--- src/rtl/cordic_out_buffer.sv ---
// Output buffer for the unrolled CORDIC cosine pipeline: valid shadow, credit-gated issue, FWFT FIFO.
// Optional refused-issue reporting (err_o, drop_cnt) is enabled with CORDIC_OUT_BUFFER_ERR_EN.
module cordic_out_buffer #(
  parameter int LATENCY    = 17,
  parameter int DEPTH      = 32,
  parameter int DATA_WIDTH = 32
) (
  input  logic                    clk,
  input  logic                    rst,
  input  logic                    in_valid,
  output logic                    in_ready,
  input  logic [DATA_WIDTH-1:0]   res_data,
  output logic                    out_valid,
  input  logic                    out_ready,
  output logic [DATA_WIDTH-1:0]   out_data,
  output logic [$clog2(DEPTH):0]  count
`ifdef CORDIC_OUT_BUFFER_ERR_EN
  ,
  output logic                    err_o,
  output logic [15:0]             drop_cnt
`endif
);

  localparam int AW = $clog2(DEPTH);
  localparam int CW = AW + 1;
  localparam logic [CW:0]   DEPTH_C = (CW+1)'(DEPTH);
  localparam logic [CW-1:0] CNT_ONE = CW'(1);
  localparam logic [AW-1:0] PTR_ONE = AW'(1);

  logic [LATENCY-1:0]    shadow;
  logic [CW-1:0]         inflight;
  logic [AW-1:0]         wr_ptr;
  logic [AW-1:0]         rd_ptr;
  logic [DATA_WIDTH-1:0] mem [DEPTH];
  logic [CW:0]           committed;
  logic                  issue;
  logic                  capture;
  logic                  push;
  logic                  pop;

  // Credits cover both queued results and samples still inside the CORDIC pipeline.
  assign committed = {1'b0, count} + {1'b0, inflight};
  assign in_ready  = committed < DEPTH_C;
  assign issue     = in_valid && in_ready;
  assign capture   = shadow[LATENCY-1];
  assign push      = capture;
  assign out_valid = (count != '0);
  assign pop       = out_valid && out_ready;
  assign out_data  = mem[rd_ptr];

  // Stage: valid shadow of the CORDIC pipeline slots
  always_ff @(posedge clk) begin
    if (rst) begin
      shadow   <= '0;
      inflight <= '0;
    end else begin
      shadow <= {shadow[LATENCY-2:0], issue};
      case ({issue, capture})
        2'b10:   inflight <= inflight + CNT_ONE;
        2'b01:   inflight <= inflight - CNT_ONE;
        default: inflight <= inflight;
      endcase
    end
  end

  // Stage: capture into FIFO storage (data is not reset)
  always_ff @(posedge clk) begin
    if (push) begin
      mem[wr_ptr] <= res_data;
    end
  end

  always_ff @(posedge clk) begin
    if (rst) begin
      wr_ptr <= '0;
      rd_ptr <= '0;
      count  <= '0;
    end else begin
      if (push) begin
        wr_ptr <= wr_ptr + PTR_ONE;
      end
      if (pop) begin
        rd_ptr <= rd_ptr + PTR_ONE;
      end
      case ({push, pop})
        2'b10:   count <= count + CNT_ONE;
        2'b01:   count <= count - CNT_ONE;
        default: count <= count;
      endcase
    end
  end

`ifdef CORDIC_OUT_BUFFER_ERR_EN
  function automatic logic [15:0] sat_inc16(input logic [15:0] v);
    return (v == 16'hFFFF) ? v : v + 16'd1;
  endfunction

  always_ff @(posedge clk) begin
    if (rst) begin
      err_o    <= 1'b0;
      drop_cnt <= '0;
    end else if (in_valid && !in_ready) begin
      err_o    <= 1'b1;
      drop_cnt <= sat_inc16(drop_cnt);
    end
  end
`endif

endmodule

--- config.mk ---
export PLATFORM = sky130hd
export DESIGN_NAME = cordic_out_buffer
export DESIGN_NICKNAME = d
export VERILOG_FILES = /design/src/rtl/cordic_out_buffer.sv
export SDC_FILE = /design/constraint.sdc
export NUM_CORES = 1
export LEC_CHECK = 0
export CORE_MARGIN = 2
export CORE_UTILIZATION = 55
export CTS_BUF_LIST = sky130_fd_sc_hd__clkbuf_16
export CTS_CLUSTER_SIZE = 12
export DETAILED_ROUTE_END_ITERATION = 6
export MAX_ROUTING_LAYER = met4
export PLACE_DENSITY = 0.75
export SYNTH_ARGS = -nofsm -noshare
export SYNTH_HDL_FRONTEND = slang
export SYNTH_SLANG_ARGS = --single-unit
--- constraint.sdc ---
create_clock -name clk -period 2.8 [get_ports clk]
set_input_delay 0.56 -clock clk [delete_from_list [all_inputs] [get_ports clk]]
set_output_delay 0.56 -clock clk [all_outputs]
set_load 0.005 [all_outputs]
* After elaboration in Yosys (flattened, before gate mapping)
Memory sizes are Yosys's and may differ from the RTL's. A register that Yosys moved wholly into a read port is not among the register bits. Cells that the tools add are included.
Storage, ports and cells: register bits after elaboration 39, RAM bits 1024, bits of input ports 36, output and inout port bits 40, logic and storage cells 29, memories 1
Operators by class: add/sub/neg operators 7, $lt $le $gt $ge 1, eq/ne operators 4, multiplexer cells 6, reductions and logical operators 5
Memories:
- mem | depth 32, width 32, read ports 1, clocked after Yosys merged registers in 1, write ports 1, line 34 | logic [DATA_WIDTH-1:0] mem [DEPTH];
Operators by type and width (number):
- $pmux 6 s2 | 2
- $add 6x1->6 const B | 2
- $sub 6x1->6 const B | 2
- $add 5x1->5 const B | 2
- $mux 5 | 2
- $add 6x6->7 | 1
- $lt 7x6->1 const B | 1
- $reduce_bool 6->1 | 1
- $eq 2x1->1 const B | 2
- $eq 2x2->1 const B | 2
- $reduce_bool 2->1 | 2
- $logic_and 1x1->1 | 2
- $mux 1 | 2

* Logic depth before layout (Yosys ltp)
Gate-level depths: netlist of the first run.
depth in word-level cells 5, gate-level depth with buffers 12, depth with buffers taken out 12

* Least setup slack after synthesis of the first run
No wires, ideal clock.
path kind reg-to-reg, from register count[0], to register count[5], setup time 0.121 ns, data arrival time 2.951 ns, required time 2.679 ns, setup slack -0.272 ns, cell stages (with the launch flop) 10, buffers on the path 0, cells stage by stage dfxtp_1 or4_1 o21ai_0 inv_1 ha_1 ha_1 or4b_2 a21oi_1 nand4b_1 mux2_2
On the way: word-level cells in the longest chain between the ends 4
RTL lines:
- start: declaration | line 16 | output logic [$clog2(DEPTH):0] count
- start signal: assignment | line 86 | 2'b10: count <= count + CNT_ONE;
- start signal: assignment | line 87 | 2'b01: count <= count - CNT_ONE;
- start signal: assignment | line 88 | default: count <= count;
- $reduce_bool 6->1 (*) | line 47 | assign out_valid = (count != '0);
- $logic_and 1x1->1 (*) | line 48 | assign pop = out_valid && out_ready;
- net pop | line 39 | logic pop;
- $eq 2x1->1 or $eq 2x2->1 (tied branches) | line 85 | case ({push, pop})
- $pmux 6 s2 or $reduce_bool 2->1 (tied branches)
The timed path passes the listed nets; every way through them passes the cells marked *. A chain may end at the register's enable or synchronous reset.

==> results of run 1 <==
-- through the flow --
step / hold slack (ns) / total power, mW
5_1_grt: 0.454 / 31.3
2_1_floorplan: 0.414 / 17.9
6_report: 0.435 / 30.6
3_3_place_gp: 0.419 / 18.1
4_1_cts: 0.440 / 30.6
3_5_place_dp: 0.426 / 18.2
-- worst reg2reg max path: stages (launching register included) --
cell and delay [ns]:
dfxtp_4 0.37, ha_4 0.24, a31o_4 0.22, a21oi_2 0.11
o21a_1 0.15, buf_6 0.11, nand2_4 0.05, ha_4 0.20
ha_4 0.17, or4b_4 0.52, a21oi_2 0.13, nand4b_1 0.16
mux2_4 0.31
-- layer usage --
layer / part of all wire [%] / GRT usage (%) / wire length, um / vias up
met5: 0 / - / 0 / -
li1: - / - / - / 9402
met1: 38 / 35.1 / 38100 / 11400
met3: 9.5 / 3.95 / 9540 / 203
met2: 50 / 43.1 / 50100 / 1266
met4: 2.9 / 9.54 / 2920 / 0
-- cell families (layout without fill, tap and decap cells) --
logic type | after synthesis | after routing | share of synthesized area (%)
buf+inv | 133 | 532 | 1.44
simple gates | 290 | 290 | 3.91
flops | 1068 | 1068 | 76.6
mux | 323 | 323 | 12.3
compound gates | 292 | 292 | 4.87
xor+xnor | 11 | 11 | 0.233
fa+ha+maj | 22 | 22 | 0.703
-- where the power goes --
| part | switching, mW | leakage (nW) | total, mW | internal (mW) |
|---|---|---|---|---|
| combinational | 0.258 | 4.79 | 0.344 | 0.0863 |
| clock | 5.77 | 1.64 | 12.7 | 6.95 |
| sequential | 0.00638 | 9.56 | 17.5 | 17.5 |
| total | 6.03 | 16.0 | 30.6 | 24.5 |
-- cells in the mapped netlist, types with 33 or more instances --
master	count	area share (%)
nor2b_1	87	1.3
nor2_1	57	0.52
nor3_1	66	0.80
clkbuf_1	84	0.76
a211oi_1	66	1.2
a22o_1	64	1.4
or4_1	33	0.60
mux4_2	128	7.0
edfxtp_1	1024	74
dfxtp_1	44	2.1
mux2_2	194	5.3
o22ai_1	64	0.97
o21ai_0	67	0.81
-- cell usage in the layout, fill, tap and decap left out, types with 35 or more instances in the layout --
master / count
clkbuf_16: 107
inv_1: 50
nor2b_1: 86
a22o_1: 61
mux4_2: 128
edfxtp_1: 1024
dfxtp_1: 35
nor3_1: 61
clkdlybuf4s50_1: 41
mux2_2: 193
o21ai_0: 56
buf_12: 52
buf_6: 36
o22ai_1: 52
buf_4: 190
a211oi_1: 60
-- worst min path at each step --
stage | start | endpoint
6_report | shadow[6]$_SDFF_PP0_ | shadow[7]$_SDFF_PP0_
5_1_grt | shadow[6]$_SDFF_PP0_ | shadow[7]$_SDFF_PP0_
4_1_cts | shadow[6]$_SDFF_PP0_ | shadow[7]$_SDFF_PP0_
3_5_place_dp | shadow[6]$_SDFF_PP0_ | shadow[7]$_SDFF_PP0_
3_3_place_gp | shadow[7]$_SDFF_PP0_ | shadow[8]$_SDFF_PP0_
2_1_floorplan | shadow[9]$_SDFF_PP0_ | shadow[10]$_SDFF_PP0_
-- state kept, by name, summed over array words and instances, names as in the netlist, named ones only --
name / flops
count: 6
inflight: 6
mem: 1024
rd_ptr: 5
shadow: 17
wr_ptr: 5
-- what timing repair did --
action,4_1_cts,5_1_grt
setup endpoints to repair,36,35
buffers inserted,44,19
pin swaps,50,40
gates resized for setup,240,50
gates cloned,9,2
-- final cells by class --
class | count | area share (%)
Clock inverter | 68 | 0.845
Tap cell | 969 | 2.44
Multi-Input combinational cell | 938 | 19.9
Timing Repair Buffer | 349 | 7.63
Inverter | 10 | 0.0757
Sequential cell | 1068 | 63.8
Clock buffer | 105 | 5.30
==> flow_summary.yaml, run 1 <==
status:
  status: "finished with violations"
  violations: "negative setup slack"
sta:
  fin_skew_ns: 0.0134
  setup_slack_ns: -0.744
  max_freq_ghz: 0.282
  maxSlewViolCount: 0
  timing.final.crit_share_pct: 127
  fin_crit_ns: 3.54
  rsz0062_at_grt: "true"
  max-slew-margin-rel_pct: 29.4
  worstMarginPinSlew_ns: 1.06
  hold_viol: 0
  fin_setup_tns_ns: -22.26
  setup_viol: 33
critical_path:
  worstSetupPathType: "flip-flop to primary output"
  worst-path-buf-inv: 5
  crit_family: "simple AND/OR/NAND/NOR gates"
  cp.depth: 9
  r2r_setup_slack_ns: -0.04
  r2r-start: "count[1]$_SDFFE_PP0P_"
  worstPathRequired_ns: 2.24
  reg2reg_depth: 12
  critPathCaptureType: "primary output"
  critPathMaxFanout: 8
  crit_arrival_ns: 2.98
  crit_chain: "buf_4, buf_16, or2_4, buf_12, clkbuf_16, o22ai_1, nor3_1, or4_4, buf_6"
  r2r_end: "inflight[5]$_SDFFE_PP0P_"
  slowest_delay_ns: 0.58
  critPathSlowestCell: "or4_4"
  cp-endpoint: "out_data[26]"
  crit_path_start_kind: "flip-flop"
floorplan:
  rows: 100
  die_area_mm2: 0.0773
  die_w_um: 278
  fp.coreArea_mm2: 0.0744
  start_util_pct: 55.5
  ios: 76
  die_y_um: 278
placement:
  dp_slack_ns: -0.513
  hpwl_mm: 55.7
  io_buffers: 75
  gp_congestion: 0.814
  place_inst: 3266
  placed_cell_area_mm2: 0.0452
synth:
  synthesis.area_mm2: 0.0413
  ys_warn_count: 0
  ys_types: 48
  syn_avg_cell_area_um2: 19.3
  ys_ff_latch: 1068
  yosysSeqAreaShare_pct: 76.6
  synth-edff-count: 1024
  syn-num-nets: 2197
  async_flop_share_pct: 0
  netlist_instances: 2139
  synth_top_flop_cell: "edfxtp_1"
clock_network:
  path_clk_slew_ns: 0.06
  clock_latency_ns: 0.67
  cts_hold_buffers: 0
  cts_root_buf: "clkbuf_16"
  clock-sinks: 1068
  clk_path_buf_depth: 3
  cts_tree: "yes"
  cts_max_level: 3
  cts_buffers: 105
drt:
  drt-total-wl_mm: 101
  ant_nets: 0
  drc: 0
  dr.pass1.iters: 5
  num_vias: 22300
  via_per_inst: 6.36
  post_drt_wl_per_cell_um: 28.7
  drtIter0Drc: 2977
pwr:
  power_density_mw_per_mm2: 616
  p_leak_nw: 16.0
  peakVddDrop_uv: 489
min_path:
  hold_path_class: "flip-flop to flip-flop"
  worstHoldPathCells: 1
finish:
  fin_cells: 3507
  final_area_mm2: 0.0496
  diodes: 0
  drive_gt1_share_pct: 34.6
  multi_input_area_mm2: 0.00986
  n_fill_cell: 4481
  seqCellArea_mm2: 0.0317
  syn_to_final_growth_pct: 20.1
  fin_util_pct: 66.6
  nets: 2530
grt:
  grt_pass1_vias: 23100
  grt_max_degree: 40
  antenna_found_initial: 0
  grt-ovfl-total: 0
  grt_first_pass_wirelength_mm: 148
  grt_usage_pct: 26.7
run:
  drv_cap: 0
No activity file was read; power rests on OpenSTA's default activity.
==> inputs of run 2 (changes only) <==
CTS_CLUSTER_DIAMETER = 40   (was not set)
==> flow_summary.yaml, run 2 (synthesis results as in run 1) <==
status:
  status: "finished with violations"
  violations: "negative setup slack"
clock_network:
  clock-sinks: 1068
  clock_latency_ns: 0.68
  cts_max_level: 3
  cts_tree: "yes"
  path_clk_slew_ns: 0.06
  cts_buffers: 115
  cts_root_buf: "clkbuf_16"
  clk_path_buf_depth: 3
sta:
  setup_viol: 33
  fin_skew_ns: 0.0198
  setup_slack_ns: -0.786
  fin_setup_tns_ns: -22.51
  hold_viol: 0
  worstMarginPinSlew_ns: 1.05
  timing.final.crit_share_pct: 128
  max-slew-margin-rel_pct: 29.9
  max_freq_ghz: 0.279
  fin_crit_ns: 3.59
  maxSlewViolCount: 0
  rsz0062_at_grt: "true"
floorplan:
  rows: 100
  die_area_mm2: 0.0773
  start_util_pct: 55.5
  die_w_um: 278
  ios: 76
  die_y_um: 278
  fp.coreArea_mm2: 0.0744
placement:
  io_buffers: 75
  place_inst: 3266
  gp_congestion: 0.814
  hpwl_mm: 55.7
  placed_cell_area_mm2: 0.0452
drt:
  drtIter0Drc: 2726
  num_vias: 22600
  post_drt_wl_per_cell_um: 29.2
  dr.pass1.iters: 5
  drt-total-wl_mm: 103
  ant_nets: 0
  via_per_inst: 6.40
  drc: 0
finish:
  syn_to_final_growth_pct: 23.1
  fin_cells: 3533
  nets: 2547
  final_area_mm2: 0.0509
  mostFrequentLayoutCells: "1024 x edfxtp_1, 192 x mux2_2, 184 x buf_4, 128 x mux4_2, 121 x clkbuf_16"
  largest-register: "mem"
  final_common_cell: "edfxtp_1"
  reg.largest.list: "mem x1024, shadow x17"
  drive_gt1_share_pct: 38.6
  largest_reg_flops: 1024
pwr:
  power_mw: 31.8
  seqPwrFrac_pct: 55.1
  cell_internal_pwr_mw: 25.4
  power_density_mw_per_mm2: 624
  p_leak_nw: 16.4
  p_switching_mw: 6.35
  pwr-share-clk_pct: 43.8
  peakVddDrop_uv: 429
  combinationalPowerShare_pct: 1.1
  swShare_pct: 20.0
min_path:
  hold_path_class: "flip-flop to flip-flop"
critical_path:
  worstSetupPathType: "flip-flop to primary output"
  worstPathRequired_ns: 2.24
  critPathMaxFanout: 6
  crit_arrival_ns: 3.03
  crit_path_start_kind: "flip-flop"
  critPathCaptureType: "primary output"
grt:
  grt_max_degree: 51
  grt_first_pass_wirelength_mm: 151
  antenna_found_initial: 1
  grt_pass1_vias: 23400
  grt-ovfl-total: 0
  grt_usage_pct: 27.3
run:
  drv_cap: 0
==> run 2: cell count changes in the layout (fill, tap and decap cells not counted), moves of 8 or more <==
cell and change:
o22ai_1 -38, clkinv_2 +14, o22ai_2 +15, buf_12 +8, clkbuf_16 +14, o22ai_4 +23
nor3_2 +20, inv_1 -22, nor3_1 -23
==> run 2: cell type report <==
| cell class | count | area [um2] |
|---|---|---|
| Sequential cell | 1068 | 31700 |
| Fill cell | 4320 | 23600 |
| Multi-Input combinational cell | 938 | 10500 |
| Timing Repair Buffer | 356 | 4020 |
| Clock buffer | 117 | 2930 |
| Tap cell | 969 | 1210 |
| Clock inverter | 74 | 534 |
| Inverter | 10 | 37.5 |
| Antenna cell | 1 | 2.50 |
==> run 2: repair_timing <==
action,4_1_cts,5_1_grt
resized for setup,328,59
hold buffers,0,0
cloned,13,5
setup endpoints to repair,36,35
setup buffers,48,14
pin swaps,82,51
==> run 2: power groups by stage <==
stage | Clock, mW | Combinational [mW] | Sequential, mW
6_report | 13.9 | 0.347 | 17.5
5_1_grt | 14.6 | 0.374 | 17.5
4_1_cts | 14.0 | 0.336 | 17.5
3_5_place_dp | 0 | 0.332 | 17.8
3_3_place_gp | 0 | 0.305 | 17.8
2_1_floorplan | 0 | 0.0269 | 17.8
==> run 2: routing by layer <==
layer | wire (um) | track usage (%) | up-vias
met5 | 0 | - | -
met4 | 3580 | 9.62 | 0
met3 | 9040 | 4.07 | 250
met2 | 51000 | 43.8 | 1257
met1 | 39500 | 36.2 | 11600
li1 | - | - | 9447
==> run 2: path summary, 6_finish.rpt <==
check	from	endpoint	slack [ns]	cells after the start
max	flip-flop	out_data[26]	-0.79	9
min	shadow[3]$_SDFF_PP0_	shadow[4]$_SDFF_PP0_	0.43	1
max reg2reg	inflight[4]$_SDFFE_PP0P_	inflight[5]$_SDFFE_PP0P_	-0.06	11
min reg2reg	shadow[3]$_SDFF_PP0_	shadow[4]$_SDFF_PP0_	0.43	1
==> run 2: through the flow <==
stage | util (%) | setup slack [ns] | hold WS (ns)
after CTS | 67.7 | -0.833 | 0.440
after floorplan | - | -0.0371 | 0.414
final | 68.3 | -0.786 | 0.433
after detailed placement | 60.7 | -0.513 | 0.426
after global routing | 68.3 | -0.851 | 0.454
after global placement | 60.7 | -0.516 | 0.419
==> run 2: critical path: stages (launching register included) <==
cell and delay, ns:
dfxtp_4 0.37, buf_12 0.12, buf_12 0.11, buf_12 0.11, buf_12 0.13, buf_6 0.09
mux4_2 0.49, a22o_1 0.22, or4_4 0.55, buf_6 0.14
==> inputs of run 3 (changes only) <==
==> constraint.sdc (replaced) <==
create_clock -name clk -period 2.8 [get_ports clk]
set_input_delay 0.42 -clock clk [delete_from_list [all_inputs] [get_ports clk]]
set_output_delay 0.42 -clock clk [all_outputs]
set_load 0.005 [all_outputs]
==> flow_summary.yaml, run 3 (synthesis results as in run 1) <==
status:
  status: "finished with violations"
  violations: "negative setup slack"
drt:
  post_drt_wl_per_cell_um: 30.0
  drtIter0Drc: 3038
  via_per_inst: 6.48
  dr.pass1.iters: 6
  ant_nets: 0
  drc: 0
  drt-total-wl_mm: 106
  num_vias: 23000
pwr:
  power_density_mw_per_mm2: 634
  peakVddDrop_uv: 450
  p_leak_nw: 16.5
finish:
  drive_gt1_share_pct: 39.1
  seqCellArea_mm2: 0.0317
  nets: 2564
  final_common_cell: "edfxtp_1"
  mostFrequentLayoutCells: "1024 x edfxtp_1, 194 x buf_4, 193 x mux2_2, 128 x mux4_2, 125 x clkbuf_16"
  largest_reg_flops: 1024
  syn_to_final_growth_pct: 23.7
  largest-register: "mem"
  reg.largest.list: "mem x1024, shadow x17"
  multi_input_area_mm2: 0.0104
  n_fill_cell: 4256
  fin_cells: 3552
floorplan:
  start_util_pct: 55.5
  ios: 76
  die_w_um: 278
  rows: 100
  die_area_mm2: 0.0773
  die_y_um: 278
  fp.coreArea_mm2: 0.0744
grt:
  grt_pass1_vias: 23400
  grt-ovfl-total: 0
  grt_max_degree: 45
  grt_first_pass_wirelength_mm: 152
  antenna_found_initial: 3
  grt_usage_pct: 27.6
critical_path:
  critPathMaxFanout: 5
  critPathSlowestCell: "or4_4"
  worstSetupPathType: "flip-flop to primary output"
  crit_arrival_ns: 3.00
  crit_path_start_kind: "flip-flop"
  critPathMostFrequentCell: "buf_12"
  worstPathRequired_ns: 2.38
  critPathCaptureType: "primary output"
  crit_chain: "buf_12, buf_12, buf_16, mux4_2, a22o_1, or4_4, buf_6"
  slowest_delay_ns: 0.58
clock_network:
  clock_latency_ns: 0.70
  clk_path_buf_depth: 3
  clock-sinks: 1068
  cts_buffers: 117
  cts_max_level: 3
  path_clk_slew_ns: 0.05
  cts_tree: "yes"
  cts_root_buf: "clkbuf_16"
  cts_hold_buffers: 0
sta:
  rsz0062_at_grt: "true"
  setup_viol: 32
  max_freq_ghz: 0.292
  timing.final.crit_share_pct: 122
  hold_viol: 0
  fin_crit_ns: 3.42
  max-slew-margin-rel_pct: 24.7
  hold_ws_ns: 0.423
  setup_slack_ns: -0.621
  worstMarginPinSlew_ns: 1.13
  fin_skew_ns: 0.0227
  maxSlewViolCount: 0
run:
  drv_cap: 0
placement:
  io_buffers: 75
  gp_congestion: 0.807
  place_inst: 3276
  hpwl_mm: 56.2
min_path:
  hold_path_class: "input port to flip-flop"
## run 3: cell count changes in the layout (fill, tap and decap cells not counted), moves of 7 or more
cell,before,now
a211oi_2,11,21
nor3_2,23,15
buf_12,60,50
buf_6,39,46
a211oi_1,54,43
buf_4,184,194
clkinvlp_4,3,10
## run 3: cell type report
cell class | count | area share (%)
Sequential cell | 1068 | 61.9
Clock buffer | 118 | 5.78
Timing Repair Buffer | 370 | 8.12
Inverter | 10 | 0.0735
Multi-Input combinational cell | 939 | 20.4
Antenna cell | 3 | 0.0147
Clock inverter | 75 | 1.29
Tap cell | 969 | 2.37
## run 3: final timing paths
| kind | slack (ns) | cells after the start | startpoint | endpoint |
|---|---|---|---|---|
| setup reg to reg | 0.07 | 11 | count[1]$_SDFFE_PP0P_ | inflight[5]$_SDFFE_PP0P_ |
| hold / removal | 0.42 | 2 | in_valid | shadow[0]$_SDFF_PP0_ |
| setup / recovery | -0.62 | 7 | flip-flop | out_data[22] |
| hold reg to reg | 0.44 | 1 | shadow[4]$_SDFF_PP0_ | shadow[5]$_SDFF_PP0_ |
## run 3: per-layer routing
layer / vias up / routed length [um] / track usage (%)
met3: 291 / 11100 / 5.38
met2: 1503 / 52800 / 44.2
met4: 0 / 3960 / 9.84
met5: - / 0 / -
li1: 9482 / - / -
met1: 11700 / 38500 / 35.7
## run 3: timing repair
item | CTS | global route
endpoints found under the hold margin | 0 | 0
setup buffers | 46 | 18
setup endpoints to repair | 36 | 34
gates resized for setup | 336 | 56
cloned | 13 | 7
pin swaps | 84 | 33
## run 3: power breakdown
group	internal (mW)	switching [mW]	total (mW)	leakage [nW]
clock network	8.43	6.12	14.6	1.82
logic	0.0783	0.253	0.331	5.13
registers	17.5	0.00571	17.5	9.56
## run 3: per-stage QoR
step	utilization, %	cell area [um2]	total power [mW]	setup TNS, ns	worst slack [ns]
2_1_floorplan	-	41400	17.9	-4.78	-0.0371
3_3_place_gp	60.8	45300	18.1	-9.82	-0.389
3_5_place_dp	60.8	45300	18.2	-10.60	-0.392
4_1_cts	68.0	50600	32.4	-17.62	-0.615
5_1_grt	68.6	51100	33.1	-18.75	-0.644
6_report	68.6	51100	32.4	-17.67	-0.621
## run 3: critical path: cells and delay by family, from the launching register on
family                 cells  cell delay (ns)
AND/OR/NAND/NOR            1             0.58
buffers and inverters      4             0.55
multiplexers               1             0.55
flip-flops                 1             0.39
AO/OA/AOI/OAI              1             0.24
